--- src/rtl/car_access_if.sv ---
// Bus between the car access sequencer and its environment: detector/switch
// inputs in, LED flags, fail counter and state glyph out.
interface car_access_if;
  logic       key_ok;
  logic       bad_code;
  logic       door_open;
  logic       ign_req;
  logic       lock_req;
  logic       unlocked;
  logic       engine_on;
  logic       alarm;
  logic       lockout;
  logic [2:0] fail_cnt;
  logic [2:0] state_code;
  logic [7:0] seg;

  modport master (
    output key_ok, bad_code, door_open, ign_req, lock_req,
    input  unlocked, engine_on, alarm, lockout, fail_cnt, state_code, seg
  );

  modport slave (
    input  key_ok, bad_code, door_open, ign_req, lock_req,
    output unlocked, engine_on, alarm, lockout, fail_cnt, state_code, seg
  );
endinterface

--- src/rtl/car_access_controller.sv ---
// Vehicle access sequencer: locked/unlocked/running/lockout/alarm with cycle
// timers, driven by the key-code detector and board switches.
module car_access_controller #(
  parameter int unsigned MAX_TRIES      = 3,
  parameter int unsigned UNLOCK_TIMEOUT = 10,
  parameter int unsigned LOCKOUT_CYCLES = 20,
  parameter int unsigned ALARM_CYCLES   = 15
) (
  input  logic         clk_2,
  input  logic         reset,
  car_access_if.slave  bus
);

  localparam int unsigned TMAX_A    = (UNLOCK_TIMEOUT > LOCKOUT_CYCLES) ? UNLOCK_TIMEOUT : LOCKOUT_CYCLES;
  localparam int unsigned TIMER_MAX = (TMAX_A > ALARM_CYCLES) ? TMAX_A : ALARM_CYCLES;
  localparam int unsigned TW        = $clog2(TIMER_MAX);
  localparam int unsigned FW        = 3;

  typedef enum logic [2:0] {
    ST_LOCKED   = 3'd0,
    ST_UNLOCKED = 3'd1,
    ST_RUNNING  = 3'd2,
    ST_LOCKOUT  = 3'd3,
    ST_ALARM    = 3'd4
  } state_t;

  state_t          state_q, state_d;
  logic [TW-1:0]   timer_q, timer_d;
  logic [FW-1:0]   fail_q, fail_d;
  logic            key_q;
  logic            key_rise;
  logic            unlocked_q, engine_on_q, alarm_q, lockout_q;

  assign key_rise = bus.key_ok & ~key_q;

  // State, timer, counter and flag registers; flags follow the next state so
  // they line up with state_code.
  always_ff @(posedge clk_2 or posedge reset) begin
    if (reset) begin
      state_q     <= ST_LOCKED;
      timer_q     <= '0;
      fail_q      <= '0;
      key_q       <= 1'b0;
      unlocked_q  <= 1'b0;
      engine_on_q <= 1'b0;
      alarm_q     <= 1'b0;
      lockout_q   <= 1'b0;
    end else begin
      state_q     <= state_d;
      timer_q     <= timer_d;
      fail_q      <= fail_d;
      key_q       <= bus.key_ok;
      unlocked_q  <= (state_d == ST_UNLOCKED) || (state_d == ST_RUNNING);
      engine_on_q <= (state_d == ST_RUNNING);
      alarm_q     <= (state_d == ST_ALARM);
      lockout_q   <= (state_d == ST_LOCKOUT);
    end
  end

  // Next-state, timer and fail counter
  always_comb begin
    state_d = state_q;
    timer_d = timer_q;
    fail_d  = fail_q;
    unique case (state_q)
      ST_LOCKED: begin
        timer_d = '0;
        if (key_rise) begin
          state_d = ST_UNLOCKED;
          fail_d  = '0;
        end else if (bus.door_open) begin
          state_d = ST_ALARM;
        end else if (bus.bad_code) begin
          if (fail_q != FW'(MAX_TRIES)) fail_d = fail_q + FW'(1);
          if (fail_d == FW'(MAX_TRIES)) state_d = ST_LOCKOUT;
        end
      end
      ST_UNLOCKED: begin
        if (bus.lock_req && !bus.door_open) begin
          state_d = ST_LOCKED;
        end else if (bus.ign_req && !bus.door_open) begin
          state_d = ST_RUNNING;
        end else if (bus.door_open) begin
          timer_d = '0;
        end else if (timer_q == TW'(UNLOCK_TIMEOUT - 1)) begin
          state_d = ST_LOCKED;
        end else begin
          timer_d = timer_q + TW'(1);
        end
      end
      ST_RUNNING: begin
        timer_d = '0;
        if (!bus.ign_req) state_d = ST_UNLOCKED;
      end
      ST_LOCKOUT: begin
        if (timer_q == TW'(LOCKOUT_CYCLES - 1)) begin
          state_d = ST_LOCKED;
          fail_d  = '0;
        end else begin
          timer_d = timer_q + TW'(1);
        end
      end
      ST_ALARM: begin
        if (key_rise) begin
          state_d = ST_UNLOCKED;
          fail_d  = '0;
        end else if (timer_q == TW'(ALARM_CYCLES - 1)) begin
          state_d = ST_LOCKED;
        end else begin
          timer_d = timer_q + TW'(1);
        end
      end
      default: begin
        state_d = ST_LOCKED;
        timer_d = '0;
      end
    endcase
    if (state_d != state_q) timer_d = '0;
  end

  // Seven-segment glyph of the current state
  always_comb begin
    bus.seg = 8'b00111000;
    unique case (state_q)
      ST_LOCKED:   bus.seg = 8'b00111000;
      ST_UNLOCKED: bus.seg = 8'b00111110;
      ST_RUNNING:  bus.seg = 8'b01010000;
      ST_LOCKOUT:  bus.seg = 8'b01110110;
      ST_ALARM:    bus.seg = 8'b01110111;
      default:     bus.seg = 8'b00111000;
    endcase
  end

  assign bus.unlocked   = unlocked_q;
  assign bus.engine_on  = engine_on_q;
  assign bus.alarm      = alarm_q;
  assign bus.lockout    = lockout_q;
  assign bus.fail_cnt   = fail_q;
  assign bus.state_code = state_q;

endmodule

--- src/flat_wrapper.sv ---
// flat-port wrapper written by rule: the top's interface ports become plain ports
module car_access_controller_flat 
#(
  parameter int unsigned MAX_TRIES      = 3,
  parameter int unsigned UNLOCK_TIMEOUT = 10,
  parameter int unsigned LOCKOUT_CYCLES = 20,
  parameter int unsigned ALARM_CYCLES   = 15
)
  (clk_2, reset, bus_key_ok, bus_bad_code, bus_door_open, bus_ign_req, bus_lock_req, bus_unlocked, bus_engine_on, bus_alarm, bus_lockout, bus_fail_cnt, bus_state_code, bus_seg);
  car_access_if bus_i ();
  input  logic clk_2;
  input  logic reset;
  input wire logic [$bits(bus_i.key_ok)-1:0] bus_key_ok;
  input wire logic [$bits(bus_i.bad_code)-1:0] bus_bad_code;
  input wire logic [$bits(bus_i.door_open)-1:0] bus_door_open;
  input wire logic [$bits(bus_i.ign_req)-1:0] bus_ign_req;
  input wire logic [$bits(bus_i.lock_req)-1:0] bus_lock_req;
  output wire logic [$bits(bus_i.unlocked)-1:0] bus_unlocked;
  output wire logic [$bits(bus_i.engine_on)-1:0] bus_engine_on;
  output wire logic [$bits(bus_i.alarm)-1:0] bus_alarm;
  output wire logic [$bits(bus_i.lockout)-1:0] bus_lockout;
  output wire logic [$bits(bus_i.fail_cnt)-1:0] bus_fail_cnt;
  output wire logic [$bits(bus_i.state_code)-1:0] bus_state_code;
  output wire logic [$bits(bus_i.seg)-1:0] bus_seg;
  assign bus_i.key_ok = bus_key_ok;
  assign bus_i.bad_code = bus_bad_code;
  assign bus_i.door_open = bus_door_open;
  assign bus_i.ign_req = bus_ign_req;
  assign bus_i.lock_req = bus_lock_req;
  assign bus_unlocked = bus_i.unlocked;
  assign bus_engine_on = bus_i.engine_on;
  assign bus_alarm = bus_i.alarm;
  assign bus_lockout = bus_i.lockout;
  assign bus_fail_cnt = bus_i.fail_cnt;
  assign bus_state_code = bus_i.state_code;
  assign bus_seg = bus_i.seg;
  car_access_controller #(.MAX_TRIES(MAX_TRIES), .UNLOCK_TIMEOUT(UNLOCK_TIMEOUT), .LOCKOUT_CYCLES(LOCKOUT_CYCLES), .ALARM_CYCLES(ALARM_CYCLES)) u_core (.clk_2(clk_2), .reset(reset), .bus(bus_i));
endmodule
--- config.mk ---
export PLATFORM = sky130hd
export DESIGN_NAME = car_access_controller_flat
export DESIGN_NICKNAME = d
export VERILOG_FILES = /design/src/rtl/car_access_if.sv /design/src/rtl/car_access_controller.sv /design/src/flat_wrapper.sv
export SDC_FILE = /design/constraint.sdc
export NUM_CORES = 1
export LEC_CHECK = 0
export BUFFER_PORTS_ARGS = -buffer_cell sky130_fd_sc_hd__clkbuf_2
export CAP_MARGIN = 25
export CORE_AREA = 2 2 49 51
export DETAILED_ROUTE_END_ITERATION = 8
export DIE_AREA = 0 0 51 53
export GPL_ROUTABILITY_DRIVEN = 0
export PLACE_DENSITY = 0.79
export SETUP_SLACK_MARGIN = 0.3
export SYNTH_ARGS = -nofsm -noshare
export SYNTH_HDL_FRONTEND = slang
export SYNTH_SLANG_ARGS = --single-unit
--- constraint.sdc ---
create_clock -name clk_2 -period 2.2 [get_ports clk_2]
set_input_delay 0.22 -clock clk_2 [delete_from_list [all_inputs] [get_ports clk_2]]
set_output_delay 0.22 -clock clk_2 [all_outputs]
set_load 0.02 [all_outputs]
After elaboration in Yosys (flattened, before gate mapping)
Cells that the tools add are included. Widths: inputs -> output; s select.

Add/sub/neg operators: 2. Eq/ne operators: 24. Multiplexer cells: 34. Bitwise operators: 2. Reductions and logical operators: 8.

Operator list (number): $mux 3 (22); $mux 5 (8); $pmux 7 s4 (1); $eq 3x2->1 const B (5); $ne 3x3->1 const B (5); $pmux 3 s5 (1); $pmux 5 s3 (1); $eq 5x4->1 const B (2); $ne 3x2->1 const B (3); $pmux 3 s3 (1); $eq 3x1->1 const B (2); $eq 3x3->1 const B (2); $reduce_and 6->1 (1); $add 5x1->5 const B (1); $eq 5x5->1 const B (1); $reduce_and 5->1 (1); $ne 2x1->1 const B (2); $ne 4x4->1 const B (1); $add 3x1->3 const B (1); $logic_not 3->1 (1); $ne 3x3->1 (1); $reduce_bool 3->1 (1); $logic_and 1x1->1 (2); $and 1x1->1 (1); 3 further kinds (3).

Register bits: 16. Input port bits: 7.

Depth between registers and ports, before layout
Word-level depth: 15. Gate-level depth with buffers: 7. Depth with buffers taken out: 7.

Worst setup path after synthesis
No wires, ideal clock.

Path kind: register to register. Start: register u_core.fail_q[0], in the netlist u_core.bus.fail_cnt[0]. End: register u_core.timer_q[3]. Library setup time: 0.139 ns. Data arrival time: 1.870 ns. Slack: 0.191 ns. Stages on the path, launching flop included: 7. Buffers on the path: 0. Path through: dfrtp_1 -> ha_1 -> or4b_1 -> nand3_1 -> a221oi_1 -> o22ai_1 -> nor4_1.

Longest elaborated chain between the ends: 15. Elaborated cells on any way between the ends: 22. Those cells by class: add/sub: 1; eq/ne: 9; mux: 11; reduce/logical: 1.

Ends and longest elaborated chain: start, declared (line car_access_controller.sv:29) `logic [FW-1:0] fail_q, fail_d;`; start signal, assigned (line car_access_controller.sv:51) `fail_q <= fail_d;`; $add 3x1->3 / $ne 3x2->1 (equally long branches) (line car_access_controller.sv:74) `if (fail_q != FW'(MAX_TRIES)) fail_d = fail_q + FW'(1);`; $mux 3 (*) (line car_access_controller.sv:74); $mux 3 (*) (line car_access_controller.sv:73) `end else if (bus.bad_code) begin`; $mux 3 (*) (line car_access_controller.sv:71) `end else if (bus.door_open) begin`; $mux 3 (*) (line car_access_controller.sv:68) `if (key_rise) begin`; $mux 3 (*) (line car_access_controller.sv:65) `unique case (state_q)`; $eq 3x2->1 (*) (line car_access_controller.sv:75) `if (fail_d == FW'(MAX_TRIES)) state_d = ST_LOCKOUT;`; $mux 3 (*) (line car_access_controller.sv:75); $mux 3 (*) (line car_access_controller.sv:73); $mux 3 (*) (line car_access_controller.sv:71); $mux 3 (*) (line car_access_controller.sv:68); $pmux 3 s5 (*) (line car_access_controller.sv:65); $ne 3x3->1 (*) (line car_access_controller.sv:118) `if (state_d != state_q) timer_d = '0;`; $ne 4x4->1 (no line) / $ne 3x3->1 (equally long branches); $reduce_and 6->1 (no line); end signal, assigned (line car_access_controller.sv:50) `timer_q <= timer_d;`; end, declared (line car_access_controller.sv:28) `logic [TW-1:0] timer_q, timer_d;`.

Mark *: on every way between the ends. The rest lies on a longest branch, timed or not. The select of a mux whose other input is x is not followed. A chain may end at the register's enable or synchronous reset.

Final worst setup path
Start: register u_core.fail_q[0], in the netlist u_core.bus.fail_cnt[0]. End: register u_core.timer_q[4].

The elaborated chain is that of the path after synthesis.

==> results.toml <==
[floorplanning]
die_x_um = 51
core_um2 = 2148
num_io_pins = 25
initial_core_util_pct = 51.72
rows = 17
fp.dieH_um = 53
die_area_um2 = 2703

[detailed_routing]
drt_first_pass_iters = 4
vias = 1132
wire_per_inst_um = 15.89
viasPerCell = 5.989
drc = 0
drt_wl_total_mm = 3.004
ant_nets = 0
first_iter_violations = 28

[synthesis]
yosysTopAreaCellShare_pct = 36.04
synth_top_cell_by_area = "dfrtp_1"
syn_area_um2 = 1111
synthFlopType = "dfrtp_1"
synthCells = 125
avgSynthCellArea_um2 = 8.889
synth-async-reset-ratio_pct = 100.0
ys_ff_latch = 16
synth_most_common_cell = "dfrtp_1"
synth_common_cells = "dfrtp_1, inv_1, a21oi_1"
synth_edf_count = 0
ys_warn_count = 0
synth-seq-area-share_pct = 36.04
syn_nets = 136
synthDistinctLibCells = 45
yosys-top-cells-area = "dfrtp_1, ha_1, inv_1"

[clock_network]
cts_inserted_buffers = 3
cts_tree = "done"
cts_root_buf = "clkbuf_4"
htreeDepth = 1
worst_setup_hold_path_clk_slew_ns = 0.10
clkSinkCount = 16
clock_path_buffers = 2
clk_latency_ns = 0.30

[finish]
diodes = 0
fin_cells = 189
drive_gt1_share_pct = 43.48
syn_to_final_growth_pct = 34.57
fin_nets = 173

[grt]
grt_pass1_wl_mm = 4.443
grt_max_degree = 17
grt_overflow = 0
antenna_found_initial = 0
grt_pass1_vias = 1019
grt_usage_pct = 21.99

[timing]
slew_viol_final = 0
finalHoldViolCount = 0
fin_tns_setup_ns = 0
setup_viol = 0
post-route-period-util_pct = 89.08
finClkSkew_ns = 0.01592
grt_setup_unrepaired = "true"
worstMarginPinSlew_ns = 0.5983
fmax_mhz = 510.3
fin_crit_ns = 1.960
slew-limit-headroom_pct = 60.07

[setup_path]
crit_path_end_kind = "flip-flop"
crit_type = "reg2reg"
crit_arrival_ns = 2.12
startpoint_type = "flip-flop"
worst-path-max-fanout = 5
crit_required_ns = 2.36

[run_status]
status = "completed"

[place]
place.port_buffers = 22
place_inst = 170
dp_hpwl_mm = 1.963

[pwr]
p_leak_nw = 0.7043
cellPowerDensity_nw_per_um2 = 1324
vdd_ir_drop_max_v = 0.001006

[hold_path]
holdCritPathClass = "in2reg"

[flow_run]
drv_cap = 0
path summary, 6_finish.rpt:
| path | start | end | slack (ns) | cells after the start |
|---|---|---|---|---|
| min in group asynchronous | reset | u_core.bus.unlocked$_DFF_PP0_ | 0.51 | 3 |
| worst max register to register | u_core.bus.fail_cnt[0]$_DFFE_PP0P_ | u_core.timer_q[4]$_DFFE_PP0P_ | 0.24 | 6 |
| worst min register to register | u_core.bus.state_code[2]$_DFF_PP0_ | u_core.bus.state_code[2]$_DFF_PP0_ | 0.58 | 1 |
| worst max-delay path | u_core.bus.fail_cnt[0]$_DFFE_PP0P_ | u_core.timer_q[4]$_DFFE_PP0P_ | 0.24 | 6 |
| worst min-delay path | bus_key_ok | u_core.key_q$_DFF_PP0_ | 0.07 | 1 |
| max in group asynchronous | reset | u_core.bus.state_code[1]$_DFF_PP0_ | 1.25 | 3 |
cell usage in the layout (no fill, tap or decap), types with 2 or more instances in the layout:
master,synthesis,layout
clkbuf_4,0,3
nand2b_1,4,4
a2111oi_0,2,2
a31oi_1,3,3
nor4_2,0,3
ha_1,4,2
buf_4,3,18
nor2_1,6,6
clkbuf_2,0,22
nor4b_1,2,2
nand3_1,3,2
o22ai_1,4,3
a21oi_1,7,6
inv_1,12,11
nor2b_1,3,3
nor4_1,6,3
nand2_1,4,4
dfrtp_1,16,12
conb_1,2,2
dfrtp_2,0,4
nand4_1,3,3
xor2_1,2,2
nand4b_1,2,2
o31ai_2,0,3
timing repair:
action	4_1_cts	5_1_grt
gates resized for setup	6	13
setup buffers	4	10
hold endpoints to repair	16	0
pin swaps	1	7
setup endpoints to repair	8	8
hold buffers	1	0
registers in the layout, indices dropped and copies added (netlist names):
register and flops:
u_core.bus.fail_cnt 3, u_core.bus.alarm 1, u_core.bus.unlocked 1, u_core.bus.state_code 3, u_core.key_q 1, u_core.bus.lockout 1
u_core.bus.engine_on 1, u_core.timer_q 5
logic make-up (layout without fill, tap and decap cells):
group	Yosys count	count (layout)	share of synthesized area, %
XOR/XNOR	3	3	2.365
AND/OR/NAND/NOR	49	49	28.72
buffers and inverters	21	57	8.783
flip-flops	16	16	36.04
multiplexers	2	2	1.802
AO/OA/AOI/OAI	28	28	17.12
adder cells (fa/ha/maj)	4	4	4.505
other	2	2	0.6759
critical path: stages (launching register included):
cell and delay (ns):
dfrtp_2 0.44, ha_4 0.27, or4b_4 0.48, nand3_4 0.11, a221oi_2 0.07, o22ai_2 0.34, nor4_1 0.10
through the flow:
stage	hold WS (ns)	setup WS [ns]	utilization, %	area, um^2	power (mW)
2_1_floorplan	0.1336	0.3012	-	1135	1.184
3_3_place_gp	0.2884	0.2507	58.53	1257	1.418
3_5_place_dp	0.2980	0.2257	58.53	1257	1.454
4_1_cts	0.07555	0.2600	62.90	1351	1.731
5_1_grt	0.07089	0.1845	69.60	1495	2.095
6_report	0.07236	0.2402	69.60	1495	1.979
cell type report:
| type | instances | area [um^2] |
|---|---|---|
| clock buffer | 4 | 36.28 |
| fill | 167 | 653.1 |
| inverter | 12 | 45.04 |
| multi-input combinational | 88 | 718.2 |
| sequential | 16 | 405.4 |
| tap | 28 | 35.03 |
| timing repair buffer | 41 | 255.2 |
metal layers:
layer	share of wire [%]	vias to the layer above	global-route usage (%)	wire length, um
met5	0	-	0	0
met4	1.9	0	9.009	57
met3	7.8	10	3.107	235
met2	49	54	39.83	1484
met1	41	544	26.03	1227
li1	-	524	-	-
report_power, final:
| part | internal (mW) | switching (mW) |
|---|---|---|
| registers | 0.374 | 0.0795 |
| logic | 0.564 | 0.767 |
| clock network | 0.101 | 0.0936 |
| total | 1.04 | 0.940 |
Power figures use the tool's default switching activity.
